## config.mk

```make
export PLATFORM = sky130hd
export DESIGN_NAME = univ_shift_reg
export DESIGN_NICKNAME = d
export VERILOG_FILES = /design/src/rtl/univ_shift_pkg.sv /design/src/rtl/univ_shift_reg_shift_step.sv /design/src/rtl/univ_shift_reg.sv
export SDC_FILE = /design/constraint.sdc
export NUM_CORES = 1
export LEC_CHECK = 0
export ABC_CLOCK_PERIOD_IN_PS = 1540
export BUFFER_PORTS_ARGS = -buffer_cell sky130_fd_sc_hd__buf_2
export CORE_MARGIN = 2
export CORE_UTILIZATION = 45
export CTS_CLUSTER_SIZE = 12
export DETAILED_ROUTE_END_ITERATION = 16
export PLACE_DENSITY = 0.7
export SETUP_SLACK_MARGIN = 0.5
export SYNTH_ARGS = -nofsm -noshare
export SYNTH_HDL_FRONTEND = slang
export SYNTH_HIERARCHICAL = 1
export SYNTH_SLANG_ARGS = --single-unit
```

## constraint.sdc

```tcl
create_clock -name clk -period 1.54 [get_ports clk]
set_clock_uncertainty 0.05 [all_clocks]
set_input_delay 0.077 -clock clk [delete_from_list [all_inputs] [get_ports clk]]
set_output_delay 0.077 -clock clk [all_outputs]
set_load 0.01 [all_outputs]
```

## src/rtl/univ_shift_pkg.sv

```systemverilog
// Shared types for the universal shift register.
//   op_e      : 3-bit command opcode
//   state_e   : controller states
//   amt_w()   : width of a shift-amount field able to hold 0..width
package univ_shift_pkg;

  typedef enum logic [2:0] {
    OP_NOP  = 3'b000,
    OP_LOAD = 3'b001,
    OP_SRL  = 3'b010,
    OP_SLL  = 3'b011,
    OP_SRA  = 3'b100,
    OP_ROR  = 3'b101,
    OP_ROL  = 3'b110,
    OP_RSVD = 3'b111
  } op_e;

  typedef enum logic {
    IDLE  = 1'b0,
    SHIFT = 1'b1
  } state_e;

  function automatic int amt_w(input int width);
    return $clog2(width) + 1;
  endfunction

  // True for the ops that run multi-cycle through the SHIFT state.
  function automatic logic is_shift_op(input op_e op);
    return (op == OP_SRL) || (op == OP_SLL) || (op == OP_SRA) ||
           (op == OP_ROR) || (op == OP_ROL);
  endfunction

endpackage

```

## src/rtl/univ_shift_reg_shift_step.sv

```systemverilog
// One single-bit step of a shift/rotate, purely combinational.
//   op     : opcode; non-shift ops pass q_in through unchanged
//   sin    : serial fill bit for SRL/SLL
//   q_in   : current register value
//   q_out  : register value after one step
module shift_step
  import univ_shift_pkg::*;
#(
  parameter int WIDTH = 8
) (
  input  op_e              op,
  input  logic             sin,
  input  logic [WIDTH-1:0] q_in,
  output logic [WIDTH-1:0] q_out
);

  always_comb begin
    q_out = q_in;
    case (op)
      OP_SRL:  q_out = {sin, q_in[WIDTH-1:1]};
      OP_SLL:  q_out = {q_in[WIDTH-2:0], sin};
      OP_SRA:  q_out = {q_in[WIDTH-1], q_in[WIDTH-1:1]};
      OP_ROR:  q_out = {q_in[0], q_in[WIDTH-1:1]};
      OP_ROL:  q_out = {q_in[WIDTH-2:0], q_in[WIDTH-1]};
      default: q_out = q_in;
    endcase
  end

endmodule

```

## src/rtl/univ_shift_reg.sv

```systemverilog
// Universal shift register: parallel load, logical/arithmetic shifts and
// rotates, one bit per enabled clock, under a valid/ready command handshake.
//
// Optional feature macro: UNIV_SHIFT_ABORT_EN adds the abort input, which
// drops an in-progress shift back to IDLE without a done pulse.
//
// Ports
//   clk, rst    : clock; synchronous active-low reset
//   abort       : (UNIV_SHIFT_ABORT_EN only) cancel the running shift
//   en          : step enable while shifting
//   cmd_valid/cmd_ready/cmd_op/cmd_amt : command handshake and fields
//   d_par       : parallel load data
//   sin         : serial input, sampled live on every step
//   q           : register contents
//   sout_msb/sout_lsb : q[WIDTH-1] / q[0]
//   busy        : shift in progress
//   done        : one-cycle pulse once q holds the last command's result
//
// state | meaning
// IDLE  | ready for a command; LOAD/NOP/zero-amount complete here
// SHIFT | stepping one bit per enabled edge until cnt reaches zero
module univ_shift_reg
  import univ_shift_pkg::*;
#(
  parameter int WIDTH = 8,
  parameter int AMT_W = amt_w(WIDTH)
) (
  input  logic             clk,
  input  logic             rst,
`ifdef UNIV_SHIFT_ABORT_EN
  input  logic             abort,
`endif
  input  logic             en,
  input  logic             cmd_valid,
  output logic             cmd_ready,
  input  logic [2:0]       cmd_op,
  input  logic [AMT_W-1:0] cmd_amt,
  input  logic [WIDTH-1:0] d_par,
  input  logic             sin,
  output logic [WIDTH-1:0] q,
  output logic             sout_msb,
  output logic             sout_lsb,
  output logic             busy,
  output logic             done
);

  state_e           state_q, state_d;
  op_e              op_q, op_d;
  logic [AMT_W-1:0] cnt_q, cnt_d;
  logic [WIDTH-1:0] q_q, q_d;
  logic             done_q, done_d;

  logic [WIDTH-1:0] step_q;
  op_e              cmd_op_e;

  assign cmd_op_e = op_e'(cmd_op);

  // The step always uses the live sin, so only the opcode is captured.
  shift_step #(.WIDTH(WIDTH)) u_step (
    .op    (op_q),
    .sin   (sin),
    .q_in  (q_q),
    .q_out (step_q)
  );

  always_ff @(posedge clk) begin
    if (!rst) begin
      state_q <= IDLE;
      op_q    <= OP_NOP;
      cnt_q   <= '0;
      q_q     <= '0;
      done_q  <= 1'b0;
    end else begin
      state_q <= state_d;
      op_q    <= op_d;
      cnt_q   <= cnt_d;
      q_q     <= q_d;
      done_q  <= done_d;
    end
  end

  always_comb begin
    state_d = state_q;
    op_d    = op_q;
    cnt_d   = cnt_q;
    q_d     = q_q;
    done_d  = 1'b0;

    case (state_q)
      IDLE: begin
        // en is deliberately ignored on accept.
        if (cmd_valid) begin
          if (cmd_op_e == OP_LOAD) begin
            q_d    = d_par;
            done_d = 1'b1;
          end else if (is_shift_op(cmd_op_e) && (cmd_amt != '0)) begin
            op_d    = cmd_op_e;
            cnt_d   = cmd_amt;
            state_d = SHIFT;
          end else begin
            done_d = 1'b1;
          end
        end
      end

      SHIFT: begin
`ifdef UNIV_SHIFT_ABORT_EN
        if (abort) begin
          // Partially shifted value is kept on purpose.
          cnt_d   = '0;
          state_d = IDLE;
        end else
`endif
        if (en) begin
          q_d   = step_q;
          cnt_d = cnt_q - AMT_W'(1);
          if (cnt_q == AMT_W'(1)) begin
            state_d = IDLE;
            done_d  = 1'b1;
          end
        end
      end

      default: begin
        state_d = IDLE;
      end
    endcase
  end

  assign cmd_ready = (state_q == IDLE);
  assign busy      = (state_q == SHIFT);
  assign done      = done_q;
  assign q         = q_q;
  assign sout_msb  = q_q[WIDTH-1];
  assign sout_lsb  = q_q[0];

endmodule

```

==> results.py, run 1 <==
metrics = {
    "timing": {
        "hold_viol_final": 0,
        "rsz0062_at_grt": "yes",
        "setup-violations-final": 2,
        "final_max_slew_viol_count": 0,
        "fin_crit_sh_pct": 103,
        "tns_ns": -0.0867,
        "slew_headroom_pct": 62.8,
        "period_minus_slack_ns": 1.59,
        "worst_pin_slew_ns": 0.558,
        "fmax_mhz": 628,
        "setup_slack_ns": -0.0532,
        "holdWs_ns": 0.0458,
    },
    "clock_network": {
        "clockBufferDepth": 2,
        "clkSinkCount": 17,
        "insertion_delay_ns": 0.30,
        "numCtsBuffers": 3,
        "htreeDepth": 1,
        "clkTransAtPathRegs_ns": 0.11,
        "root_buffer": "clkbuf_4",
        "cts_tree": "done",
    },
    "outcome": {
        "violations": "setup timing",
        "status": "complete, but fails checks",
    },
    "critical_path": {
        "critical_path.startpoint_type": "flop",
        "crit_fanout": 6,
        "worstSetupPathType": "flop to flop",
        "worstPathRequired_ns": 1.71,
        "arrival_ns": 1.76,
        "end_kind": "flop",
    },
    "grt": {
        "antenna_found_initial": 0,
        "grt_pass1_vias": 1188,
        "grt_start_max_net_pins": 17,
        "overflow": 0,
        "grtUsageTotal_pct": 22.3,
        "grt_pass1_wl_um": 5580,
    },
    "die": {
        "die-area_sq_um": 3180,
        "rows": 18,
        "initial_core_util_pct": 48.5,
        "core_area_sq_um": 2540,
        "pin_count": 33,
        "die_y_um": 56.4,
        "die_x_um": 56.4,
    },
    "yosys": {
        "yosysWarningCount": 6,
        "ys_types": 47,
        "ys_ff_latch": 17,
        "yosys.area.top_type": "dfxtp_1",
        "postSynthCellCount": 141,
        "yosysSeqAreaShare_pct": 27.6,
        "synth_most_common_cell": "nor2_1",
        "netlist_top_cells_count": "19 x nor2_1, 17 x dfxtp_1, 16 x mux2i_1",
        "synth.avg_cell_area_sq_um": 8.76,
        "netlist_area_sq_um": 1230,
        "async_reset_ff_share_pct": 0,
        "synth_edf_count": 0,
        "syn_nets": 163,
        "synth_top_area_share_pct": 27.6,
        "synth_ff_type": "dfxtp_1",
        "netlist_top_cells_area": "dfxtp_1 28%, mux2i_1 13%, nor2_1 5.8%, a211oi_1 4.9%, o221ai_1 2.8%",
    },
    "route": {
        "wl_per_cell_um": 17.3,
        "route.met2.wl_um": 1880,
        "wl_met3_um": 244,
        "routed_wl_um": 3760,
        "met1_length_um": 1590,
        "detail_route.first_pass.iterations": 4,
        "viasPerCell": 6.17,
        "initialDrtViolationCount": 50,
        "top_layer": "met4",
        "route.detailed.drc": 0,
        "vias": 1345,
        "ant_nets": 0,
    },
    "layout": {
        "postLayoutCellArea_sq_um": 1790,
        "synthToLayoutAreaGrowth_pct": 44.8,
        "nets": 211,
        "antenna_cells": 0,
        "layout-drive-gt1-share_pct": 56.9,
    },
    "pwr": {
        "power.leakage_uw": 0.000726,
        "power.density_nw_per_um2": 738,
        "vdd_ir_drop_max_mv": 0.668,
    },
    "placement": {
        "dpl_cell_area_sq_um": 1430,
        "gp_congestion": 0.901,
        "port_buffers": 32,
        "dpl_worst_slack_ns": -0.0552,
        "dp_hpwl_um": 2200,
    },
    "hold_path": {
        "hold_path_class": "primary input to flop",
    },
    "flow_run": {
        "drv_cap": 0,
    },
}
==> worst max-delay path, stage by stage, from the launching register on <==
cell and delay, ns:
dfxtp_4 0.39, buf_6 0.13, or2b_1 0.22, o21ai_0 0.14, o221ai_1 0.20, mux2i_1 0.13
a211oi_1 0.25
==> repair_timing <==
action,4_1_cts,5_1_grt
pin swaps,9,13
hold buffers,1,1
hold endpoints to repair,2,1
endpoints found under the setup margin,26,23
buffers inserted,6,6
resized for setup,23,32
==> per-stage QoR <==
| step | cells | power, uW | util [%] |
|---|---|---|---|
| after global placement | 200 | 902 | 56.2 |
| after floorplan | 141 | 824 | - |
| after detailed placement | 200 | 917 | 56.2 |
| after global routing | 218 | 1390 | 70.3 |
| after CTS | 211 | 1220 | 62.2 |
| final | 218 | 1320 | 70.3 |
==> layout make-up <==
class	count	area (sq um)
clock buffers	3	22.5
clock inverters	1	5.00
fillers	207	757
inverters	6	35.0
multi-input cells	108	935
flip-flops and latches	17	369
well taps	30	37.5
repair buffers	53	384
==> flip-flops by register name (all words and copies together) (netlist names) <==
register / cells
op_q: 3
busy: 1
q: 8
cnt_q: 4
done: 1
==> report_power, final <==
| group | switching, uW | total [uW] | internal (uW) |
|---|---|---|---|
| Clock | 159 | 256 | 97.1 |
| Combinational | 252 | 528 | 275 |
| Sequential | 56.1 | 536 | 480 |
==> routing by layer <==
layer / vias up / global-route usage (%)
met5: - / 0
met4: 0 / 7.48
met3: 6 / 5.76
met2: 52 / 36.8
met1: 662 / 28.1
li1: 625 / -
==> final timing paths <==
kind                            depth (start not counted)  slack (ns)  endpoint     start
worst max-delay path                                    6       -0.05      q[1]   op_q[2]
worst min-delay path                                    3        0.05      q[3]  d_par[3]
worst max register to register                          6       -0.05      q[1]   op_q[2]
worst min register to register                          2        0.46  cnt_q[3]  cnt_q[3]
==> cells in the final DEF (no fill, tap or decap), types with 4 or more instances in the layout <==
master | netlist | routed
buf_4 | 3 | 13
nor2_1 | 19 | 16
inv_1 | 6 | 4
mux2i_1 | 16 | 14
a211oi_1 | 8 | 7
dfxtp_2 | 0 | 8
buf_2 | 3 | 30
dfxtp_4 | 0 | 5
dfxtp_1 | 17 | 4
nand3_1 | 5 | 5
buf_6 | 1 | 5
nor2_2 | 1 | 4
==> kinds of logic (layout without fill, tap and decap cells) <==
group | after synthesis | after routing | synth area share (%)
adder cells (fa/ha/maj) | 2 | 2 | 2.03
flip-flops | 17 | 17 | 27.6
AND/OR/NAND/NOR | 50 | 50 | 23.2
multiplexers | 17 | 17 | 14.2
AO/OA/AOI/OAI | 39 | 39 | 24.2
buffers and inverters | 16 | 63 | 8.81
(Power assumes the default switching activity.)
==> inputs of run 2 (changes only) <==
- CORE_ASPECT_RATIO: not set -> 0.75
==> results.py, run 2 (synthesis results as in run 1) <==
metrics = {
    "layout": {
        "layout-drive-gt1-share_pct": 53.2,
        "layout_commonest_cell": "buf_2",
        "layout_common_cells": "29 x buf_2, 17 x nor2_1, 15 x mux2i_1, 12 x buf_4, 11 x buf_6",
        "largest_register_ffs": 8,
        "multi_input_area_sq_um": 917,
        "antenna_cells": 0,
        "nets": 211,
        "instances_no_fill": 224,
        "finish.utilization_pct": 67.1,
        "fillers": 200,
        "register_area_sq_um": 362,
        "synthToLayoutAreaGrowth_pct": 41.4,
    },
    "die": {
        "die-area_sq_um": 3180,
        "core_area_sq_um": 2600,
        "rows": 16,
        "initial_core_util_pct": 47.5,
        "die_y_um": 49.4,
        "die_x_um": 64.5,
        "pin_count": 33,
    },
    "hold_path": {
        "hold_path_depth": 3,
        "hold_path_class": "primary input to flop",
    },
    "clock_network": {
        "clockBufferDepth": 2,
        "cts_tree": "done",
        "htreeDepth": 1,
        "clkSinkCount": 17,
        "clkTransAtPathRegs_ns": 0.10,
        "numCtsBuffers": 3,
        "root_buffer": "clkbuf_4",
        "insertion_delay_ns": 0.29,
    },
    "critical_path": {
        "worstSetupPathType": "flop to flop",
        "critPathTopFamily": "compound AO/OA/AOI/OAI gates",
        "critPathMaxStageDelay_ns": 0.38,
        "worstPathRequired_ns": 1.70,
        "path_cells": "buf_6, or2b_1, o21ai_0, o221ai_1, mux2i_1, a211oi_2",
        "crit_buf_inv": 1,
        "cp_slowest_cell": "dfxtp_4",
        "cp_num_cells": 6,
        "ff2ff_path_depth": 6,
        "end_kind": "flop",
        "arrival_ns": 1.65,
        "crit_fanout": 4,
        "critical_path.startpoint_type": "flop",
    },
    "route": {
        "wl_per_cell_um": 17.2,
        "route.detailed.drc": 0,
        "vias": 1320,
        "ant_nets": 0,
        "detail_route.first_pass.iterations": 4,
        "initialDrtViolationCount": 58,
        "viasPerCell": 5.89,
        "routed_wl_um": 3860,
    },
    "grt": {
        "antenna_found_initial": 0,
        "grt_pass1_vias": 1203,
        "overflow": 0,
        "grt_pass1_wl_um": 5770,
        "grtUsageTotal_pct": 23.4,
        "grt_start_max_net_pins": 17,
    },
    "timing": {
        "fin_crit_sh_pct": 96.5,
        "fmax_mhz": 673,
        "holdWs_ns": 0.0403,
        "period_minus_slack_ns": 1.49,
        "slew_headroom_pct": 59.3,
        "rsz0062_at_grt": "yes",
        "setup-violations-final": 0,
        "final_max_slew_viol_count": 0,
        "hold_viol_final": 0,
        "worst_pin_slew_ns": 0.611,
    },
    "flow_run": {
        "drv_cap": 0,
    },
    "pwr": {
        "vdd_ir_drop_max_mv": 0.420,
        "power.leakage_uw": 0.000712,
        "power.density_nw_per_um2": 744,
        "finalPower_uw": 1300,
    },
    "placement": {
        "gp_congestion": 0.798,
        "port_buffers": 32,
        "place_inst": 207,
        "dp_hpwl_um": 2400,
    },
    "outcome": {
        "status": "completed",
    },
}
-- run 2: cell type report --
class	count	area share, %
Clock buffer	4	1.50
Inverter	6	1.58
Multi-Input combinational cell	108	52.5
Sequential cell	17	20.7
Tap cell	36	2.58
Timing Repair Buffer	53	21.1
-- run 2: worst reg2reg max path: stages, from the launching register on --
cell      delay [ns]
dfxtp_4         0.38
buf_6           0.13
or2b_1          0.19
o21ai_0         0.10
o221ai_1        0.18
mux2i_1         0.13
a211oi_2        0.25
-- run 2: where the power goes --
part | switching (uW) | internal, uW | total (uW)
clock | 147 | 101 | 248
sequential | 61.1 | 481 | 542
combinational | 247 | 263 | 510
total | 455 | 845 | 1300
-- run 2: final timing paths --
| kind | startpoint | to | slack, ns |
|---|---|---|---|
| max reg2reg | op_q[2] | q[1] | 0.05 |
| max | op_q[2] | q[1] | 0.05 |
| min reg2reg | cnt_q[3] | cnt_q[3] | 0.49 |
| min | cmd_op[1] | op_q[1] | 0.04 |
-- run 2: repair_timing --
action,4_1_cts,5_1_grt
resized for setup,27,22
setup buffers,8,4
setup endpoints to repair,22,25
pin swaps,10,8
hold endpoints to repair,1,1
-- run 2: metrics by stage --
stage,instance area (sq um),setup slack [ns],setup TNS (ns)
final,1750,0.0540,0
after global routing,1750,-0.00868,-0.00868
after CTS,1620,0.0904,0
after detailed placement,1450,-0.0488,-0.0587
after global placement,1450,0.0409,0
after floorplan,1280,0.216,0
-- run 2: metal layers --
layer	part of all wire, %	up-vias	routed length (um)	track usage [%]
met4	2.8	0	107	7.09
li1	-	621	-	-
met2	49	51	1890	39.4
met1	43	638	1650	30.1
met3	5.6	10	215	4.85
met5	0	-	0	0
